$ cat config.mk
export PLATFORM = sky130hd
export DESIGN_NAME = bit_unstuff_flat
export DESIGN_NICKNAME = d
export VERILOG_FILES = /design/src/rtl/bit_unstuff_if.sv /design/src/rtl/bit_unstuff.sv /design/src/flat_wrapper.sv
export SDC_FILE = /design/constraint.sdc
export NUM_CORES = 1
export LEC_CHECK = 0
export BUFFER_PORTS_ARGS = -buffer_cell sky130_fd_sc_hd__clkbuf_2
export CORE_AREA = 2 2 39 41
export CTS_CLUSTER_SIZE = 12
export DETAILED_ROUTE_END_ITERATION = 7
export DIE_AREA = 0 0 41 43
export HOLD_SLACK_MARGIN = 0.12
export SYNTH_ARGS = -nofsm -noshare
export SYNTH_HDL_FRONTEND = slang
export SYNTH_SLANG_ARGS = --single-unit
$ cat constraint.sdc
create_clock -name clk -period 1.4 [get_ports clk]
set_input_delay 0.14 -clock clk [delete_from_list [all_inputs] [get_ports clk]]
set_output_delay 0.14 -clock clk [all_outputs]
set_load 0.1 [all_outputs]
$ cat src/rtl/bit_unstuff_if.sv
// bit_unstuff_if: bit-stream handshake bundle for the USB bit unstuffer.
// Inputs: bstr_in, bstr_in_ready, in_done. Outputs: bstr_out, bstr_out_ready, out_done, stuff_err.
interface bit_unstuff_if;
    logic bstr_in;
    logic bstr_in_ready;
    logic in_done;
    logic bstr_out;
    logic bstr_out_ready;
    logic out_done;
    logic stuff_err;

    modport master (
        output bstr_in,
        output bstr_in_ready,
        output in_done,
        input  bstr_out,
        input  bstr_out_ready,
        input  out_done,
        input  stuff_err
    );

    modport slave (
        input  bstr_in,
        input  bstr_in_ready,
        input  in_done,
        output bstr_out,
        output bstr_out_ready,
        output out_done,
        output stuff_err
    );
endinterface

$ cat src/rtl/bit_unstuff.sv
// bit_unstuff: removes the stuffed 0 after RUN_LEN ones, flags violations.
// Ports: clk, rst_b (async, active-high), bus (bit_unstuff_if.slave).
// Option BIT_UNSTUFF_ERR_HOLD_EN: error state sticky until in_done.
module bit_unstuff #(
    parameter  int unsigned RUN_LEN = 6,
    localparam int unsigned CNT_W   = $clog2(RUN_LEN + 1)
) (
    input  logic          clk,
    input  logic          rst_b,
    bit_unstuff_if.slave  bus
);

    typedef enum logic [1:0] {
        DATA  = 2'd0,
        STRIP = 2'd1,
        ERR   = 2'd2
    } state_t;

    localparam logic [CNT_W-1:0] LAST = CNT_W'(RUN_LEN - 1);

    state_t           state_q, state_d;
    logic [CNT_W-1:0] cnt_q, cnt_d;
    logic             out_q, out_d;
    logic             rdy_q, rdy_d;
    logic             done_q, done_d;
    logic             err_q, err_d;
    logic             fwd;

    always_ff @(posedge clk or posedge rst_b) begin
        if (rst_b) begin
            state_q <= DATA;
            cnt_q   <= '0;
            out_q   <= 1'b0;
            rdy_q   <= 1'b0;
            done_q  <= 1'b0;
            err_q   <= 1'b0;
        end else begin
            state_q <= state_d;
            cnt_q   <= cnt_d;
            out_q   <= out_d;
            rdy_q   <= rdy_d;
            done_q  <= done_d;
            err_q   <= err_d;
        end
    end

    always_comb begin
        state_d = state_q;
        cnt_d   = cnt_q;
        out_d   = out_q;
        rdy_d   = 1'b0;
        done_d  = 1'b0;
        fwd     = 1'b0;
`ifdef BIT_UNSTUFF_ERR_HOLD_EN
        err_d   = (state_q == ERR);
`else
        err_d   = 1'b0;
`endif
        if (bus.in_done) begin
            // End of packet wins over any bit in the same cycle.
            done_d  = 1'b1;
            cnt_d   = '0;
            state_d = DATA;
            err_d   = 1'b0;
        end else begin
            unique case (state_q)
                DATA: begin
                    fwd = bus.bstr_in_ready;
                end
                STRIP: begin
                    if (bus.bstr_in_ready) begin
                        cnt_d = '0;
                        if (bus.bstr_in) begin
                            err_d   = 1'b1;
                            state_d = ERR;
                        end else begin
                            state_d = DATA;
                        end
                    end
                end
                ERR: begin
`ifndef BIT_UNSTUFF_ERR_HOLD_EN
                    // Transient: behaves as DATA this cycle.
                    state_d = DATA;
                    fwd     = bus.bstr_in_ready;
`endif
                end
                default: begin
                    state_d = DATA;
                end
            endcase
            if (fwd) begin
                out_d = bus.bstr_in;
                rdy_d = 1'b1;
                if (bus.bstr_in) begin
                    if (cnt_q == LAST) begin
                        cnt_d   = '0;
                        state_d = STRIP;
                    end else begin
                        cnt_d = cnt_q + CNT_W'(1);
                    end
                end else begin
                    cnt_d = '0;
                end
            end
        end
    end

    assign bus.bstr_out       = out_q;
    assign bus.bstr_out_ready = rdy_q;
    assign bus.out_done       = done_q;
    assign bus.stuff_err      = err_q;

endmodule

$ cat src/flat_wrapper.sv
// flat-port wrapper written by rule: the top's interface ports become plain ports
module bit_unstuff_flat 
#(
    parameter  int unsigned RUN_LEN = 6,
    localparam int unsigned CNT_W   = $clog2(RUN_LEN + 1)
)
  (clk, rst_b, bus_bstr_in, bus_bstr_in_ready, bus_in_done, bus_bstr_out, bus_bstr_out_ready, bus_out_done, bus_stuff_err);
  bit_unstuff_if bus_i ();
  input  logic clk;
  input  logic rst_b;
  input wire logic [$bits(bus_i.bstr_in)-1:0] bus_bstr_in;
  input wire logic [$bits(bus_i.bstr_in_ready)-1:0] bus_bstr_in_ready;
  input wire logic [$bits(bus_i.in_done)-1:0] bus_in_done;
  output wire logic [$bits(bus_i.bstr_out)-1:0] bus_bstr_out;
  output wire logic [$bits(bus_i.bstr_out_ready)-1:0] bus_bstr_out_ready;
  output wire logic [$bits(bus_i.out_done)-1:0] bus_out_done;
  output wire logic [$bits(bus_i.stuff_err)-1:0] bus_stuff_err;
  assign bus_i.bstr_in = bus_bstr_in;
  assign bus_i.bstr_in_ready = bus_bstr_in_ready;
  assign bus_i.in_done = bus_in_done;
  assign bus_bstr_out = bus_i.bstr_out;
  assign bus_bstr_out_ready = bus_i.bstr_out_ready;
  assign bus_out_done = bus_i.out_done;
  assign bus_stuff_err = bus_i.stuff_err;
  bit_unstuff #(.RUN_LEN(RUN_LEN)) u_core (.clk(clk), .rst_b(rst_b), .bus(bus_i));
endmodule
Yosys cells after proc, flatten, opt, wreduce, memory -nomap -nowiden. Index checks and enable logic that the tools add are counted.

Bits in registers: 9. Input port bits: 5.

Add/sub/neg operators: 1. Eq/ne operators: 3. Mux-type cells: 22. Bitwise operators: 1. Reduce and logical (&&, ||, !) cells: 6.

Operator list (count): $mux 3 (6); $mux 2 (6); $mux 1 (9); $reduce_bool 3->1 (2); $pmux 2 s2 (1); $reduce_and 2->1 (2); $add 3x1->3 const B (1); $eq 3x3->1 const B (1); $eq 2x1->1 const B (1); $eq 2x2->1 const B (1); $logic_not 2->1 (1); $reduce_or 2->1 (1); $not 1->1 (1).

Longest topological paths before layout. Gate-level depths: netlist of run 1.

Depth in word-level cells: 7. Mapped depth: 3. Depth with buffers taken out: 3.

Worst setup path after synthesis of run 1. Ideal clock, no wire load.

Path kind: flip-flop to flip-flop. Start point: reg, netlist name u_core.bus.bstr_out. End point: reg u_core.out_q (netlist: u_core.bus.bstr_out). Library setup time: 83 ps. Arrival time: 1128 ps. Required time: 1317 ps. Setup slack: 189 ps. Stages on the path, launching flop included: 3. Buffers on the path: 0. Clock period less this slack: 1211 ps. Cell sequence: dfrtp_1 -> inv_1 -> o21ai_0.

RTL lines: end signal: assignment (line bit_unstuff.sv:40) `out_q <= out_d;`; end: declaration (line bit_unstuff.sv:23) `logic out_q, out_d;`.

Worst setup path in the final report of run 1.
Start point: in bus_in_done. End point: reg u_core.cnt_q[1].

Word-level cells in the longest chain between the ends: 2. Elaborated cells between the ends (all ways): 4.

Ends and longest elaborated chain: start: declaration (line flat_wrapper.sv:13) `input wire logic [$bits(bus_i.in_done)-1:0] bus_in_done;`; $reduce_bool 3->1 (no line); $reduce_and 2->1 (no line); end signal: assignment (line bit_unstuff.sv:39) `cnt_q <= cnt_d;`; end: declaration (line bit_unstuff.sv:22) `logic [CNT_W-1:0] cnt_q, cnt_d;`.

Parallel ways exist; a longest one is shown, timed or not. A chain may end at the register's enable or synchronous reset.

==> metrics.txt, run 1 <==
outcome completed; worst path required time 1.54 ns; wire length of the first global-routing pass ~1.3 mm; Synth top area share 0.6020; cell area after synthesis around 370 µm²; hold path endpoint u_core.bus.stuff_err; Slew Limit Fails 0; clk buf depth 2; GRT Residual Overflow 0; FF+latch area between 200 and 250 µm²; top cells by area, synth dfrtp_1, inv_1, nor4b_1; layout cells sized above 1 0.3125; PD cells approximately 1200 mW/mm²; Critical R2R Capture u_core.cnt_q[1]; leak pwr roughly 0.22 nW; Max IR drop VDD approximately 0.26 mV; Synth cell types 18; RSZ-0062 raised after global routing false; drt first-iter violations 13; post-DP HPWL around 520 µm; CP Max Fanout 9; number of global-route vias before repair just under 300; initial antenna violation count 0; Worst Setup SP bus_in_done; vias 292; clock sinks 9; setup ws final 0.1008 ns; maxcap violations 0; Seq cells post-synth 9; Post-Synthesis Cells 34; Die Area 0.001763 mm²; htree depth 1; Seq/Total Area, Yosys 0.6020; setup TNS 0 ns; Final Wtd Congestion about 0.76; Final #Nets 54; Avg Inst Size Synth ~11 µm²; final routed DRC violation total 0; I/O Pins 9; fin crit share 0.9280; critical path endpoint category flop; vias per inst ~4.6; WL final 713 µm; Core ar. 0.001384 mm²; worst-skew pair later-pin latency roughly 0.25 ns; Worst Tran Pin Value around 0.54 ns; Crit Path Class input pin to flop; # diodes 0; Area growth, synth to finish 29.43%; Reg2Reg Depth 3; Min-Delay Startpoint bus_bstr_in; area of the multi-input gates roughly 130 µm²; post-CTS setup buffer count 0; CTS clk-pin slew, worst paths 0.07 ns; WP data arrival around 1.4 ns; clk_skew between 0.002 and 0.003 ns; Max-Slew Margin vs Limit 0.6415; fin util 0.3499; Routed WL per cell 11.14 µm; Routed Antenna Nets 0; PortBufs 8; DR pass1 iterations 4; min-delay worst type input pin to flop; Hold Path Stages 3; Final Total Pwr 0.5696 mW; Hold Violations, Final 0; clock tree root buffer cell clkbuf_4; final setup vio count 0; Mapped Nets 39; R2R Setup Slk roughly 0.21 ns; min Tclk post-route approximately 1.3 ns; largest area contributor in the netlist dfrtp_1; max frequency a little under 0.8 GHz; Die Width 41 µm; die height about 43 µm; worst r2r src u_core.state_q[0]; CTS tree built; final instance area just under 500 µm²; Core Rows 14; critical path startpoint category input pin; largest net degree at the start of global routing 10; Setup WS pre-CTS between 0.2 and 0.25 ns; Placed Instance Area between 400 and 500 µm²; Fill cells roughly 140; total CTS buffers 3; Initial Util 0.2703; YS warnings 0; Global Route Usage Sum 0.1112
[worst max-delay path by stage]
stage                     depth (start not counted)  slack [ns]                  end
after floorplan                                   2        0.19  u_core.bus.bstr_out
after global placement                            2        0.25      u_core.cnt_q[1]
after detailed placement                          3        0.23      u_core.cnt_q[1]
after CTS                                         5        0.11      u_core.cnt_q[1]
after global routing                              5        0.02      u_core.cnt_q[1]
final                                             5        0.10      u_core.cnt_q[1]
[metrics by stage]
step	hold slack, ns	std cells
2_1_floorplan	-0.03208	34
3_3_place_gp	0.09483	58
3_5_place_dp	0.1069	58
4_1_cts	0.1431	64
5_1_grt	0.1590	64
6_report	0.1522	64
[cell type report]
type	count	area share
sequential	9	0.4651
tap	16	0.04134
timing repair buffer	10	0.1292
multi-input combinational	20	0.2687
clock buffer	3	0.04651
clock inverter	1	0.01034
inverter	5	0.03876
[timing repair]
item                       in CTS  in global routing
setup endpoints to repair       0                  2
hold buffers                    2                  0
hold endpoints to repair       10                  0
resized for setup               0                  2
[critical path, stage by stage]
cell           delay [ns]
dlygate4sd3_1        0.52
clkbuf_4             0.18
and4bb_2             0.27
a2bb2oi_1            0.22
o22ai_1              0.11
[synth_stat cells]
cell type and instances:
nor2_1 1, nand2_2 1, or4_1 1, o31ai_1 1, nand3_1 1, o22ai_1 1, or3_2 1, and4bb_2 1
dfrtp_1 9, a21boi_0 1, a2bb2oi_1 1, nand2_1 3, inv_1 5, nand4_1 1, o21ai_0 2, a21oi_1 1
nor4b_1 2, nor3b_1 1
[report_power, final]
| part | total [mW] | switching (mW) | leakage [nW] | internal (mW) |
|---|---|---|---|---|
| Clock | 0.198 | 0.0924 | 0.0177 | 0.105 |
| Sequential | 0.274 | 0.00494 | 0.120 | 0.269 |
| Combinational | 0.0982 | 0.0758 | 0.0845 | 0.0224 |
| Total | 0.570 | 0.173 | 0.222 | 0.397 |
[flip-flops by register name, summed over array words and instances (netlist names)]
name,flops
u_core.bus.out_done,1
u_core.state_q,2
u_core.bus.stuff_err,1
u_core.bus.bstr_out,1
u_core.bus.bstr_out_ready,1
u_core.cnt_q,3
[placed cells by master, fill, tap and decap left out, drive strengths merged]
cell / n
dlygate4sd3: 2
nor3b: 1
nor4b: 2
a2bb2oi: 1
and4bb: 1
nand3: 1
or3: 1
dfrtp: 9
nor2: 1
nand2: 4
inv: 5
nand4: 1
a21boi: 1
o22ai: 1
or4: 1
clkinv: 1
o21ai: 2
o31ai: 1
clkbuf: 11
a21oi: 1
[logic make-up after synthesis]
| family | synth area share |
|---|---|
| and+or+nand+nor | 0.2274 |
| DFF | 0.6020 |
| AOI/OAI and AO/OA | 0.1204 |
| buffers and inverters | 0.05017 |
[metal layers]
layer | track usage | share of wire
met4 | 0.06000 | 0
met5 | 0 | 0
met1 | 0.1579 | 0.52
met3 | 0.04712 | 0.056
met2 | 0.1375 | 0.42
Note: power is estimated with default switching activity, not from simulation.
==> run 2: changes to the inputs <==
- CORE_AREA: 2 2 39 41 -> 3 3 40 42
- DIE_AREA: 0 0 41 43 -> 0 0 43 45
==> metrics.txt, run 2 (synthesized netlist as in run 1, its figures left out) <==
Worst Tran Pin Value roughly 0.54 ns; wire length of the first global-routing pass between 1 and 1.5 mm; fin util 0.3729; I/O Pins 9; final setup vio count 0; clock tree root buffer cell clkbuf_4; post-CTS setup buffer count 0; Slew Limit Fails 0; largest net degree at the start of global routing 10; Core Rows 13; PortBufs 8; CTS tree built; max frequency 0.7724 GHz; Core ar. 0.001285 mm²; Die Width 43 µm; PD cells ~1200 mW/mm²; drt first-iter violations 9; final routed DRC violation total 0; Routed WL per cell roughly 12 µm; commonest non-fill, non-tap cells in the layout dfrtp_1, clkbuf_2, inv_1; Hold Path Stages 3; critical path startpoint category input pin; commonest non-fill, non-tap cell in the layout dfrtp_1; WL final between 700 and 800 µm; number of global-route vias before repair approximately 300; maxcap violations 0; Max IR drop VDD 0.3564 mV; total CTS buffers 3; min Tclk post-route approximately 1.3 ns; Initial Util 0.2911; Max-Slew Margin vs Limit 0.6404; Reg2Reg Depth 2; Final Wtd Congestion about 0.7; # diodes 0; clk buf depth 2; clk_skew between 0.0004 and 0.0005 ns; vias per inst about 4.8; setup TNS 0 ns; htree depth 1; Max stage delay on crit path about 0.53 ns; setup ws final approximately 0.11 ns; RSZ-0062 raised after global routing false; leak pwr about 0.22 nW; layout cells sized above 1 0.2917; placed cells between 50 and 60; GRT Residual Overflow 0; Post-Layout Cell Count between 60 and 70; clock sinks 9; Final Total Pwr around 0.57 mW; Critical Path, Cell by Cell dlygate4sd3_1 -> clkbuf_2 -> or3_2 -> o22ai_1; Global Route Usage Sum 0.1000; Final #Nets 54; post-DP HPWL 513.6 µm; Routed Antenna Nets 0; Setup WS pre-CTS 0.2434 ns; critical path's slowest cell dlygate4sd3_1; Largest Register u_core.cnt_q; worst-skew pair later-pin latency between 0.2 and 0.3 ns; Largest regs u_core.cnt_q x3, u_core.state_q x2; number of flip-flops in the largest register 3; CTS clk-pin slew, worst paths ~0.06 ns; fin crit share 0.9247; initial antenna violation count 0; Hold Violations, Final 0; worst path required time approximately 1.6 ns; WP data arrival ~1.5 ns; die height between 40 and 50 µm; vias between 300 and 400; outcome completed; Area growth, synth to finish 28.09%; DR pass1 iterations 5; Crit Path Class input pin to flop; critical path endpoint category flop; CP Max Fanout 9; Die Area roughly 0.0019 mm²; min-delay worst type input pin to flop
==> run 2: final timing paths <==
kind | start | end | slack [ns]
max | bus_in_done | u_core.cnt_q[1] | 0.11
min | bus_bstr_in | u_core.state_q[1] | 0.15
max reg2reg | u_core.state_q[0] | u_core.state_q[0] | 0.22
min reg2reg | u_core.state_q[1] | u_core.state_q[1] | 0.49
max in group asynchronous | rst_b | u_core.state_q[0] | 0.79
min in group asynchronous | rst_b | u_core.bus.bstr_out_ready | 0.37
==> run 2: routing by layer <==
metal / part of all wire / GRT usage
met1: 0.47 / 0.1064
met2: 0.41 / 0.1228
met3: 0.088 / 0.04382
met4: 0.037 / 0.1446
met5: 0 / 0
==> run 2: where the power goes <==
| group | switching (mW) | internal [mW] | total, mW |
|---|---|---|---|
| clock network | 0.0865 | 0.110 | 0.196 |
| logic | 0.0759 | 0.0217 | 0.0976 |
| registers | 0.00436 | 0.269 | 0.273 |
| total | 0.167 | 0.400 | 0.567 |
==> run 2: layout make-up <==
type / count / area, µm²
Fill cell: 130 / 805.8
Sequential cell: 9 / 225.2
Multi-Input combinational cell: 20 / 130.1
Timing Repair Buffer: 10 / 60.06
Clock buffer: 4 / 26.28
Inverter: 5 / 18.77
Tap cell: 15 / 18.77
==> run 2: critical path, delay by kind of cell <==
family,cells,cell delay [ns]
simple gates,1,0.49
buf+inv,2,0.71
compound gates,1,0.13
==> run 2: through the flow <==
| stage | cell area, µm² | hold slack, ns |
|---|---|---|
| after global routing | 479.2 | 0.1739 |
| after global placement | 432.9 | 0.09266 |
| final | 479.2 | 0.1546 |
| after floorplan | 374.1 | -0.03208 |
| after detailed placement | 432.9 | 0.09871 |
| after CTS | 479.2 | 0.1465 |
==> run 2: timing repair <==
item / CTS / global route
endpoints found under the hold margin: 10 / 0
hold buffers: 2 / 0
resized for setup: 0 / 0
==> run 3: changes to the inputs <==
- SETUP_SLACK_MARGIN: unset -> 0.2
==> metrics.txt, run 3 (synthesized netlist as in run 1, its figures left out) <==
Min Hold Slack 0.1538 ns; number of flip-flops in the largest register 3; min Tclk post-route about 1.2 ns; clk_skew around 0.004 ns; Core Rows 13; # diodes 0; Reg2Reg Depth 2; Crit path depth 2; PortBufs 8; total CTS buffers 3; htree depth 1; commonest non-fill, non-tap cell in the layout dfrtp_1; Initial Util 0.2911; Die Area ~0.0019 mm²; clk buf depth 2; critical path endpoint category flop; maxcap violations 0; Die Width around 43 µm; drt first-iter violations 2; worst-skew pair later-pin latency approximately 0.26 ns; vias 319; GRT Residual Overflow 0; final routed DRC violation total 0; switching share of total power 0.3053; Worst Path Buf+Inv 0; min-delay worst type input pin to flop; outcome completed; CTS clk-pin slew, worst paths 0.06 ns; DR pass1 iterations 4; Routed WL per cell ~12 µm; initial antenna violation count 0; Int Power approximately 0.4 mW; fin util 0.3797; PD cells ~1200 mW/mm²; Hold Violations, Final 0; WP data arrival around 1.3 ns; cell family with the largest share of critical-path delay simple AND/OR/NAND/NOR gates; Final Wtd Congestion roughly 0.7; number of global-route vias before repair a little under 300; Largest regs u_core.cnt_q x3, u_core.state_q x2; setup TNS 0 ns; vias per inst roughly 5; critical path startpoint category flop; wire length of the first global-routing pass about 1.3 mm; Routed Antenna Nets 0; CP Max Fanout 8; Reg power frac 0.478; max frequency between 0.8 and 0.9 GHz; Comb power frac 0.175; clock power share 0.347; Slew Limit Fails 0; Worst Tran Pin Value 0.4841 ns; Max stage delay on crit path roughly 0.50 ns; Max IR drop VDD 0.3364 mV; post-DP HPWL around 570 µm; I/O Pins 9; Core ar. around 0.0013 mm²; critical path's slowest cell or4_1; CTS tree built; Area growth, synth to finish 30.43%; Global Route Usage Sum 0.09588; leak pwr about 0.22 nW; Hold Path Stages 2; Largest Register u_core.cnt_q; die height 45 µm; Critical Path, Cell by Cell or4_1 -> a21oi_1; WL final around 800 µm; Crit Path Class flop to flop; layout cells sized above 1 0.3542; largest net degree at the start of global routing 10; R2R Setup Slk roughly 0.25 ns; RSZ-0062 raised after global routing false; Max-Slew Margin vs Limit 0.6795; Switch Pwr 0.1754 mW; fin crit share 0.8215; clock sinks 9; clock tree root buffer cell clkbuf_4; Final #Nets between 50 and 60; post-CTS setup buffer count 0; commonest non-fill, non-tap cells in the layout dfrtp_1, inv_1, clkbuf_4; final setup vio count 0; worst path required time between 1.5 and 2 ns
[run 3: cell types whose count changed in the layout (fill, tap and decap cells not counted)]
| cell | change |
|---|---|
| dfrtp_1 | -2 |
| clkinv_2 | +1 |
| clkbuf_4 | +2 |
| a21boi_1 | +1 |
| dfrtp_2 | +2 |
| clkbuf_1 | -1 |
| a21boi_0 | -1 |
| buf_2 | +2 |
| clkbuf_2 | -4 |
[run 3: worst paths after layout]
path,startpoint,to
worst max-delay path,u_core.state_q[0],u_core.state_q[0]
worst min-delay path,bus_in_done,u_core.state_q[0]
worst max register to register,u_core.state_q[0],u_core.state_q[0]
worst min register to register,u_core.state_q[1],u_core.state_q[1]
max in group asynchronous,rst_b,u_core.state_q[0]
min in group asynchronous,rst_b,u_core.bus.bstr_out_ready
[run 3: power groups by stage]
stage / combinational [mW] / sequential, mW / clock, mW
6_report: 0.101 / 0.274 / 0.199
5_1_grt: 0.106 / 0.276 / 0.219
3_5_place_dp: 0.0939 / 0.280 / 0
2_1_floorplan: 0.0212 / 0.329 / 0
3_3_place_gp: 0.0930 / 0.279 / 0
4_1_cts: 0.101 / 0.275 / 0.204
[run 3: metal layers]
layer  GRT usage  part of all wire  vias to the layer above
li1            -                 -                      150
met1      0.1067              0.43                      155
met2      0.1497              0.47                       12
met3     0.03586             0.070                        2
met4     0.07229             0.024                        0
met5           0                 0                        -
[run 3: what timing repair did]
item | 4_1_cts | 5_1_grt
hold endpoints to repair | 10 | 0
gates resized for setup | 2 | 4
setup endpoints to repair | 2 | 5
hold buffers | 2 | 0
[run 3: worst reg2reg max path: stages, from the launching register on]
cell and delay [ns]:
dfrtp_2 0.44, or4_1 0.50, a21oi_1 0.13
[run 3: cell type report]
cell class / instances / area (µm²)
fillers: 128 / 797.0
flip-flops and latches: 9 / 227.7
multi-input cells: 20 / 130.1
repair buffers: 10 / 65.06
clock buffers: 3 / 22.52
inverters: 5 / 18.77
well taps: 15 / 18.77
clock inverters: 1 / 5.005
[run 3: metrics by stage]
step,power (mW),setup WS [ns],area (µm²),cells
CTS,0.5796,0.2090,486.7,63
global placement,0.3721,0.2593,434.2,57
global route,0.6005,0.2017,488.0,63
finish,0.5744,0.2498,488.0,63
floorplan,0.3505,0.3131,375.4,34
detailed placement,0.3736,0.2652,434.2,57
